`src/rtl/target_generator.sv`:
```
// Target placement for the snake game: free-running LFSRs pick an in-range cell,
// and a registered one-cycle pulse fires when a strobed head position lands on it.
module target_generator #(
  parameter int unsigned          X_WIDTH   = 8,
  parameter int unsigned          Y_WIDTH   = 7,
  parameter int unsigned          X_MAX     = 159,
  parameter int unsigned          Y_MAX     = 119,
  parameter logic [X_WIDTH-1:0]   X_SEED    = 8'hA5,
  parameter logic [Y_WIDTH-1:0]   Y_SEED    = 7'h3C,
  parameter int unsigned          MAX_RETRY = 15
) (
  input  logic               CLK,
  input  logic               RESET,
  input  logic               GAME_ACTIVE,
  input  logic               HEAD_VALID,
  input  logic [X_WIDTH-1:0] HEAD_X,
  input  logic [Y_WIDTH-1:0] HEAD_Y,
  output logic [X_WIDTH-1:0] TARGET_X,
  output logic [Y_WIDTH-1:0] TARGET_Y,
  output logic               TARGET_VALID,
  output logic               TARGET_REACHED
);

  // Maximal-length Fibonacci tap masks; bit n-1 set for polynomial term x^n.
  function automatic logic [31:0] lfsr_taps(input int unsigned w);
    case (w)
      2:       lfsr_taps = 32'h0000_0003;
      3:       lfsr_taps = 32'h0000_0006;
      4:       lfsr_taps = 32'h0000_000C;
      5:       lfsr_taps = 32'h0000_0014;
      6:       lfsr_taps = 32'h0000_0030;
      7:       lfsr_taps = 32'h0000_0060;
      8:       lfsr_taps = 32'h0000_00B8;
      9:       lfsr_taps = 32'h0000_0110;
      10:      lfsr_taps = 32'h0000_0240;
      11:      lfsr_taps = 32'h0000_0500;
      12:      lfsr_taps = 32'h0000_0829;
      13:      lfsr_taps = 32'h0000_100D;
      14:      lfsr_taps = 32'h0000_2015;
      15:      lfsr_taps = 32'h0000_6000;
      16:      lfsr_taps = 32'h0000_D008;
      default: lfsr_taps = 32'h0000_0003;
    endcase
  endfunction

  localparam logic [X_WIDTH-1:0] X_TAPS  = X_WIDTH'(lfsr_taps(X_WIDTH));
  localparam logic [Y_WIDTH-1:0] Y_TAPS  = Y_WIDTH'(lfsr_taps(Y_WIDTH));
  localparam int unsigned        RETRY_W = (MAX_RETRY < 1) ? 1 : $clog2(MAX_RETRY + 1);
  localparam logic [X_WIDTH-1:0] X_LIMIT = X_WIDTH'(X_MAX);
  localparam logic [Y_WIDTH-1:0] Y_LIMIT = Y_WIDTH'(Y_MAX);
  localparam logic [X_WIDTH-1:0] X_FALLBACK = X_WIDTH'(X_MAX >> 1);
  localparam logic [Y_WIDTH-1:0] Y_FALLBACK = Y_WIDTH'(Y_MAX >> 1);
  localparam logic [RETRY_W-1:0] RETRY_LIMIT = RETRY_W'(MAX_RETRY);

  typedef enum logic [1:0] {
    IDLE  = 2'd0,
    PLACE = 2'd1,
    ARMED = 2'd2
  } state_e;

  state_e               state_q, state_d;
  logic [X_WIDTH-1:0]   lfsr_x_q, lfsr_x_d;
  logic [Y_WIDTH-1:0]   lfsr_y_q, lfsr_y_d;
  logic [X_WIDTH-1:0]   target_x_q, target_x_d;
  logic [Y_WIDTH-1:0]   target_y_q, target_y_d;
  logic                 valid_q, valid_d;
  logic                 reached_q, reached_d;
  logic [RETRY_W-1:0]   retry_q, retry_d;
  logic                 sample_ok;
  logic                 head_hit;

  // Next-state, placement and hit detection.
  always_comb begin
    state_d    = state_q;
    target_x_d = target_x_q;
    target_y_d = target_y_q;
    retry_d    = retry_q;
    valid_d    = 1'b0;
    reached_d  = 1'b0;
    lfsr_x_d   = {lfsr_x_q[X_WIDTH-2:0], ^(lfsr_x_q & X_TAPS)};
    lfsr_y_d   = {lfsr_y_q[Y_WIDTH-2:0], ^(lfsr_y_q & Y_TAPS)};

    sample_ok = (lfsr_x_q <= X_LIMIT) && (lfsr_y_q <= Y_LIMIT) &&
                !((lfsr_x_q == HEAD_X) && (lfsr_y_q == HEAD_Y));
    head_hit  = HEAD_VALID && (HEAD_X == target_x_q) && (HEAD_Y == target_y_q);

    case (state_q)
      IDLE: begin
        if (GAME_ACTIVE) begin
          state_d = PLACE;
          retry_d = '0;
        end
      end
      PLACE: begin
        if (!GAME_ACTIVE) begin
          state_d = IDLE;
        end else if (sample_ok) begin
          target_x_d = lfsr_x_q;
          target_y_d = lfsr_y_q;
          retry_d    = '0;
          state_d    = ARMED;
          valid_d    = 1'b1;
        end else if (retry_q < RETRY_LIMIT) begin
          retry_d = retry_q + RETRY_W'(1);
        end else begin
          // Out of retries: centre of the field, even if the head sits there.
          target_x_d = X_FALLBACK;
          target_y_d = Y_FALLBACK;
          retry_d    = '0;
          state_d    = ARMED;
          valid_d    = 1'b1;
        end
      end
      ARMED: begin
        if (head_hit) begin
          reached_d = 1'b1;
          retry_d   = '0;
          state_d   = GAME_ACTIVE ? PLACE : IDLE;
        end else if (!GAME_ACTIVE) begin
          state_d = IDLE;
        end else begin
          valid_d = 1'b1;
        end
      end
      default: state_d = IDLE;
    endcase
  end

  always_ff @(posedge CLK or negedge RESET) begin
    if (!RESET) begin
      state_q    <= IDLE;
      lfsr_x_q   <= X_SEED;
      lfsr_y_q   <= Y_SEED;
      target_x_q <= '0;
      target_y_q <= '0;
      valid_q    <= 1'b0;
      reached_q  <= 1'b0;
      retry_q    <= '0;
    end else begin
      state_q    <= state_d;
      lfsr_x_q   <= lfsr_x_d;
      lfsr_y_q   <= lfsr_y_d;
      target_x_q <= target_x_d;
      target_y_q <= target_y_d;
      valid_q    <= valid_d;
      reached_q  <= reached_d;
      retry_q    <= retry_d;
    end
  end

  assign TARGET_X       = target_x_q;
  assign TARGET_Y       = target_y_q;
  assign TARGET_VALID   = valid_q;
  assign TARGET_REACHED = reached_q;

endmodule
```
`config.mk`:
```
export PLATFORM = sky130hd
export DESIGN_NAME = target_generator
export DESIGN_NICKNAME = d
export VERILOG_FILES = /design/src/rtl/target_generator.sv
export SDC_FILE = /design/constraint.sdc
export NUM_CORES = 1
export LEC_CHECK = 0
export ABC_AREA = 1
export ABC_CLOCK_PERIOD_IN_PS = 1500
export CAP_MARGIN = 20
export CORE_MARGIN = 4
export CORE_UTILIZATION = 35
export CTS_CLUSTER_SIZE = 14
export DETAILED_ROUTE_END_ITERATION = 8
export GPL_TIMING_DRIVEN = 0
export PLACE_DENSITY = 0.7
export SYNTH_ARGS = -nofsm -noshare
export SYNTH_HDL_FRONTEND = slang
export SYNTH_SLANG_ARGS = --single-unit
```
`constraint.sdc`:
```
create_clock -name CLK -period 1.5 [get_ports CLK]
set_input_delay 0.15 -clock CLK [delete_from_list [all_inputs] [get_ports CLK]]
set_output_delay 0.15 -clock CLK [all_outputs]
set_load 0.005 [all_outputs]
```
**Yosys cells after proc, flatten, opt, wreduce, memory -nomap -nowiden**

Index checks and enable logic that the tools add are counted.

- Logic and storage cells: 63
- RAM bits: 0
- Memory bits (read-only): 0
- Bits in latches: 0
- Output and inout bits: 17
- Input bits: 19
- Memories kept: 0
- Bits in registers: 38

- Equality and inequality tests: 12
- Div/mod/pow operators: 0
- $add $sub $neg: 1
- Shift operators: 0
- Bitwise gates (word level): 0
- Reduce and logical (&&, ||, !) cells: 13
- $mul: 0
- Order comparisons: 3
- Multiplexer cells: 26

Operators with widths:

| operator | count |
|---|---|
| $mux 4 | 5 |
| $eq 8x8->1 | 2 |
| $mux 8 | 2 |
| $eq 7x7->1 | 2 |
| $mux 7 | 2 |
| $mux 2 | 6 |
| $pmux 4 s3 | 1 |
| $le 8x8->1 const B | 1 |
| $mux 1 | 8 |
| $ne 2x2->1 const B | 4 |
| $reduce_xor 8->1 | 1 |
| $le 7x7->1 const B | 1 |
| $reduce_xor 7->1 | 1 |
| $pmux 2 s3 | 1 |
| $reduce_and 3->1 | 2 |
| $logic_and 1x1->1 | 5 |
| $add 4x1->4 const B | 1 |
| $lt 4x4->1 const B | 1 |
| $ne 4x4->1 const B | 1 |
| $reduce_and 4->1 | 1 |
| $ne 3x3->1 const B | 1 |
| $reduce_bool 3->1 | 1 |
| $eq 2x1->1 const B | 1 |
| $eq 2x2->1 const B | 1 |
| other kinds (3) | 3 |

**Longest topological paths before layout**

Gate-level depths: netlist of run 1.

- Depth in word-level cells: 7
- Depth in mapped cells: 13

**Least setup slack after synthesis of run 1**

OpenSTA, ideal clock, no wires.

- Path type: register -> register
- Start point: register lfsr_x_q[5]
- End point: register target_x_q[1] (netlist: TARGET_X[1])
- Library setup time: 131 ps
- Required time: 1,369 ps
- Clock period less this slack: 1,588 ps
- Buffers on the path: 1
- Data arrival time: 1,457 ps
- Stages on the path, launching flop included: 12
- Setup slack: -88 ps
- Cell sequence: dfstp_2 -> inv_1 -> ha_1 -> nand4_1 -> o21ai_0 -> nand2_1 -> inv_1 -> nand2_4 -> nand2_4 -> nand2_4 -> buf_8 -> a22oi_1

- Word-level cells in the longest chain between the ends: 6
- Elaborated cells on any way between the ends: 9
- Those cells by class: order compare: 1; eq/ne: 2; mux: 1; reduce/logical: 5

Ends and longest elaborated chain:

| what | line | RTL |
|---|---|---|
| from (decl) | 62 | `logic [X_WIDTH-1:0] lfsr_x_q, lfsr_x_d;` |
| from (signal assigned) | 141 | `lfsr_x_q <= lfsr_x_d;` |
| branches (longest 3 deep; another with $le 8x8->1) | n/a |  |
| $logic_and 1x1->1 * | 83 | `sample_ok = (lfsr_x_q <= X_LIMIT) && (lfsr_y_q <= Y_LIMIT) &&` |
| $ne 2x2->1 (no source line) | n/a |  |
| $reduce_and 3->1 (no source line) | n/a |  |
| to (signal assigned) | 143 | `target_x_q <= target_x_d;` |
| to (decl) | 64 | `logic [X_WIDTH-1:0] target_x_q, target_x_d;` |

Every way passes the cells marked *.
A chain may end at the register's enable or synchronous reset.

**Worst setup path after layout of run 1**

- Start point: register lfsr_x_q[2]
- End point: register target_x_q[0] (netlist: TARGET_X[0])

Same word-level chain as after synthesis.

==> impl_metrics.ini, run 1 <==
[die]
die_h_um = 86.3
rows = 28
dieArea_mm2 = 0.00745
start_util_pct = 36.2
io-pin-count = 36
die_x_um = 86.3
core_mm2 = 0.00592

[setup_path]
crit_type = reg2reg
crit_slowest_cell = dfstp_2
end_kind = flop
crit_path_cell_trace = inv_2, nand2_1, nand2_1, nor2_2, nand2_1, nor2_2, nand2_2, nand2_4, buf_6, nor2_8, inv_6, nor2_1, a21oi_1
critPathArrivalTime_ns = 1.93
cp.required_ns = 1.73
critical-path-max-stage-delay_ns = 0.57
reg2reg_slack_ns = -0.20
critPathLaunchType = flop
worst_path_most_repeated_cell = nand2_1
crit_family = simple AND/OR/NAND/NOR gates
crit_buf_inv = 3
crit_fanout = 7

[synth]
synth_mux_area_share_pct = 0
syn_area_mm2 = 0.00215
synth_ff_type = dfrtp_1
synth_fa_ha_area_share_pct = 4.66
synth_top_family_by_area = simple AND/OR/NAND/NOR gates
synth_warnings = 0
synth_seq_cells = 38
seq_area_frac_synth_pct = 44.8
avgSynthCellArea_um2 = 7.37
ys_types = 20
synth-simple-area-share_pct = 30.6
syn-num-nets = 318
async_reset_ff_share_pct = 100
syn_inst = 291
synth-xor-area-share_pct = 2.04
synth-compound-area-share_pct = 7.93
synth_edf_count = 0

[power]
leakagePower_uw = 0.00142
powerDensity_mw_per_mm2 = 1260
power_uw = 3620
ir_drop_mv = 0.771

[global_routing]
antenna_found_initial = 0
grt_max_degree = 39
overflow = 0
grt_pass1_vias = 1797
track_usage_pct = 14.0
grt_pass1_wl_mm = 8.06

[sta]
tightestPinTransition_ns = 0.851
setup_viol = 22
fin_skew_ns = 0.0114
timing.final.ws_setup_ns = -0.203
tns_ns = -3.42
max_freq_mhz = 587
hold_viol_final = 0
rsz0062_at_grt = true
slew_headroom_pct = 43.2
period_minus_slack_ns = 1.70
period_share_pct = 114
maxSlewViolCount = 0

[clocking]
cts_buffers = 5
clk_latency_ns = 0.30
cts.clk_slew.worst_paths_ns = 0.08
cts_tree = built
cts.sinks = 38
htree_levels = 2
clockBufferDepth = 2
cts_root_buffer = clkbuf_8

[route]
firstDrtPassIters = 5
drt-wirelength-per-cell_um = 12.1
drtIter0Drc = 70
drc_errors = 0
wl_mm = 5.06
ant_nets = 0
vias = 1917
vias_per_cell = 4.56

[placed_design]
portBuffers = 35
hpwl_mm = 3.66
place_congestion = 0.795

[run]
drv_cap = 0

[outcome]
failed_checks = setup timing
run_status = finished with violations

[cells_and_area]
post_route_cells_drive_above_1_share_pct = 18.6
nNetsFinal = 371
area_delta_synth_final_pct = 34.3
n_antenna_cell = 0

[min_path]
hp-class = reg2reg
-- metal layers --
| layer | track usage, % | wire length (um) | vias up |
|---|---|---|---|
| met5 | 0 | 0 | - |
| met1 | 17.6 | 2290 | 881 |
| met3 | 3.61 | 266 | 8 |
| met4 | 4.67 | 68 | 0 |
| li1 | - | - | 988 |
| met2 | 23.5 | 2440 | 40 |
-- cells by family (layout without fill, tap and decap cells) --
kind of cell    after synthesis  count (layout)
simple gates                157             158
compound gates               29              29
buf+inv                      54             107
flops                        38              38
xor+xnor                      5               5
fa+ha+maj                     8               8
-- final cells by class --
type	count	area, um^2
Sequential cell	38	962
Buffer	1	15.0
Clock buffer	6	82.6
Multi-Input combinational cell	200	1060
Inverter	53	204
Fill cell	571	3040
Timing Repair Buffer	45	454
Clock inverter	2	12.5
Tap cell	75	93.8
-- power by group --
group	total [uW]	internal [uW]	leakage, uW	switching [uW]
sequential	1370	1210	0.000476	160
clock	743	369	0.0000472	373
combinational	1510	744	0.000897	764
total	3620	2320	0.00142	1300
-- cells in the mapped netlist, drive strengths merged (3+ instances only) --
cell type,number,area [um^2]
nand2,116,463
inv,53,199
dfrtp,30,751
nor2,27,118
o21ai,12,67.6
a21oi,10,50.1
nand3,9,45.0
dfstp,8,210
ha,8,100
a22oi,6,45.0
nand4,5,31.3
xor2,3,26.3
-- worst reg2reg max path, delay by kind of cell (launching register included) --
kind / cells / cell delay (ns)
AO/OA/AOI/OAI: 1 / 0.11
buffers and inverters: 3 / 0.29
flip-flops: 1 / 0.57
AND/OR/NAND/NOR: 9 / 0.68
-- timing repair --
item | 4_1_cts | 5_1_grt
resized for setup | 25 | 12
hold buffers | 1 | 0
pin swaps | 9 | 4
buffers inserted | 7 | 1
gates cloned | 2 | 0
endpoints found under the setup margin | 22 | 22
endpoints found under the hold margin | 30 | 0
-- metrics by stage --
| step | hold slack [ns] | cell area, um^2 | utilization (%) | std cells | worst slack, ns |
|---|---|---|---|---|---|
| floorplan | -0.146 | 2150 | - | 291 | -0.0417 |
| global placement | 0.373 | 2590 | 43.8 | 401 | -0.690 |
| detailed placement | 0.303 | 2590 | 43.7 | 401 | -0.495 |
| CTS | 0.387 | 2840 | 48.0 | 419 | -0.241 |
| global route | 0.388 | 2880 | 48.7 | 420 | -0.304 |
| finish | 0.385 | 2880 | 48.7 | 420 | -0.203 |
-- path summary, 6_finish.rpt --
| kind | startpoint | end | depth (start not counted) |
|---|---|---|---|
| min in group asynchronous | RESET | TARGET_Y[3] | 2 |
| max in group asynchronous | RESET | TARGET_X[5] | 2 |
| hold / removal | lfsr_y_q[3] | lfsr_y_q[4] | 0 |
| setup reg to reg | lfsr_x_q[2] | TARGET_X[0] | 13 |
| setup / recovery | lfsr_x_q[2] | TARGET_X[0] | 13 |
| hold reg to reg | lfsr_y_q[3] | lfsr_y_q[4] | 0 |
-- state kept, by name, summed over array words and instances (netlist names) --
name	cells
TARGET_REACHED	1
TARGET_X	8
state_q	2
retry_q	4
TARGET_Y	7
lfsr_x_q	8
lfsr_y_q	7
TARGET_VALID	1
-- layout by cell type, fill, tap and decap left out, drive strengths merged --
cell / instances
dfstp: 8
a21oi: 10
clkdlybuf4s50: 34
o21ai: 12
clkbuf: 6
nand2: 116
dfrtp: 30
nor2: 28
clkinvlp: 1
nand4: 5
a22oi: 6
xnor2: 2
ha: 8
xor2: 3
a21boi: 1
nand3: 9
buf: 11
dlygate4sd3: 1
inv: 53
clkinv: 1
Power figures use the tool's default switching activity.
==> run 2, diff against run 1 <==
CORE_MARGIN = 1   (was 4)
==> impl_metrics.ini, run 2 (synthesis results as in run 1) <==
[die]
dieArea_mm2 = 0.00645
start_util_pct = 36.2
die_h_um = 80.3
rows = 28
io-pin-count = 36
core_mm2 = 0.00592
die_x_um = 80.3

[global_routing]
track_usage_pct = 17.8
grt_pass1_vias = 1878
grt_max_degree = 39
overflow = 0
antenna_found_initial = 0
grt_pass1_wl_mm = 8.61

[min_path]
hp-class = reg2reg
holdPathStages = 0

[cells_and_area]
post_route_cells_drive_above_1_share_pct = 21.2
n_antenna_cell = 0
nNetsFinal = 379
final_cell_mix = 106 x nand2_1, 44 x inv_1, 34 x clkdlybuf4s50_1
postLayoutCellArea_mm2 = 0.00299
nFillCells = 575
ff_latch_area_um2 = 961
final_common_cell = nand2_1
fin_cells = 428
area_delta_synth_final_pct = 39.1
multi_input_area_mm2 = 0.00105

[clocking]
clk_latency_ns = 0.29
cts.sinks = 38
cts_tree = built
htree_levels = 2
clockBufferDepth = 2
cts.clk_slew.worst_paths_ns = 0.08
cts_root_buffer = clkbuf_8
cts_buffers = 5

[sta]
timing.final.ws_setup_ns = -0.278
hold_viol_final = 0
fin_skew_ns = 0.00621
tightestPinTransition_ns = 0.863
period_minus_slack_ns = 1.78
setup_viol = 22
tns_ns = -4.64
slew_headroom_pct = 42.5
maxSlewViolCount = 0
max_freq_mhz = 562
rsz0062_at_grt = true
holdWs_ns = 0.386
period_share_pct = 119

[run]
drv_cap = 0

[route]
ant_nets = 0
drt-wirelength-per-cell_um = 12.0
drtIter0Drc = 90
drc_errors = 0
vias_per_cell = 4.59
vias = 1964
wl_mm = 5.13
firstDrtPassIters = 4

[outcome]
run_status = finished with violations
failed_checks = setup timing

[setup_path]
reg2regPathDepth = 14
reg2reg_slack_ns = -0.28
end_kind = flop
critPathLaunchType = flop
crit_type = reg2reg
cp.required_ns = 1.72
critPathArrivalTime_ns = 2.00
crit_fanout = 5

[placed_design]
portBuffers = 35
place_congestion = 0.803
place_inst = 401
placed_area_mm2 = 0.00259
hpwl_mm = 3.57

[power]
leakagePower_uw = 0.00148
powerDensity_mw_per_mm2 = 1290
ir_drop_mv = 0.590
power_uw = 3850
[run 2: routing by layer]
metal  up-vias  part of all wire (%)  global-route usage (%)
li1       1004                     -                       -
met4         0                   1.2                    6.43
met1       922                    47                    22.5
met2        33                    49                    30.3
met5         -                     0                       0
met3         5                   3.1                    3.41
[run 2: final timing paths]
kind	from	endpoint
hold reg to reg	lfsr_y_q[2]	lfsr_y_q[3]
min in group asynchronous	RESET	TARGET_Y[3]
max in group asynchronous	RESET	state_q[0]
hold / removal	lfsr_y_q[2]	lfsr_y_q[3]
setup reg to reg	lfsr_x_q[2]	TARGET_X[4]
setup / recovery	lfsr_x_q[2]	TARGET_X[4]
[run 2: worst max-delay path, cell delays in order, from the launching register on]
cell,delay [ns]
dfstp_2,0.57
inv_2,0.05
nand2_1,0.05
nand2_1,0.05
nor2_1,0.10
nand2_1,0.07
nor2_2,0.15
nand2_2,0.08
nand2_4,0.10
nand2_4,0.07
nand2_4,0.10
buf_12,0.11
buf_16,0.11
nand2_4,0.04
o21ai_2,0.06
[run 2: cell type report]
type / count / area share [%]
multi-input cells: 199 / 35.3
flip-flops and latches: 38 / 32.2
repair buffers: 55 / 18.9
inverters: 53 / 6.83
well taps: 75 / 3.14
clock buffers: 5 / 2.31
clock inverters: 3 / 1.34
[run 2: through the flow]
stage | setup slack [ns] | util, %
after global placement | -0.676 | 43.8
after detailed placement | -0.505 | 43.7
after floorplan | -0.0417 | -
after CTS | -0.272 | 49.6
final | -0.278 | 50.4
after global routing | -0.382 | 50.4
[run 2: repair_timing]
| action | CTS | global route |
|---|---|---|
| pin swaps | 7 | 11 |
| gates cloned | 1 | 0 |
| gates resized for setup | 24 | 12 |
| setup buffers | 14 | 4 |
| hold buffers | 1 | 0 |
| setup endpoints to repair | 22 | 22 |
| endpoints found under the hold margin | 30 | 0 |
[run 2: power by group]
| group | internal [uW] | total (uW) | switching, uW |
|---|---|---|---|
| clock network | 489 | 862 | 372 |
| logic | 831 | 1610 | 781 |
| registers | 1210 | 1370 | 166 |
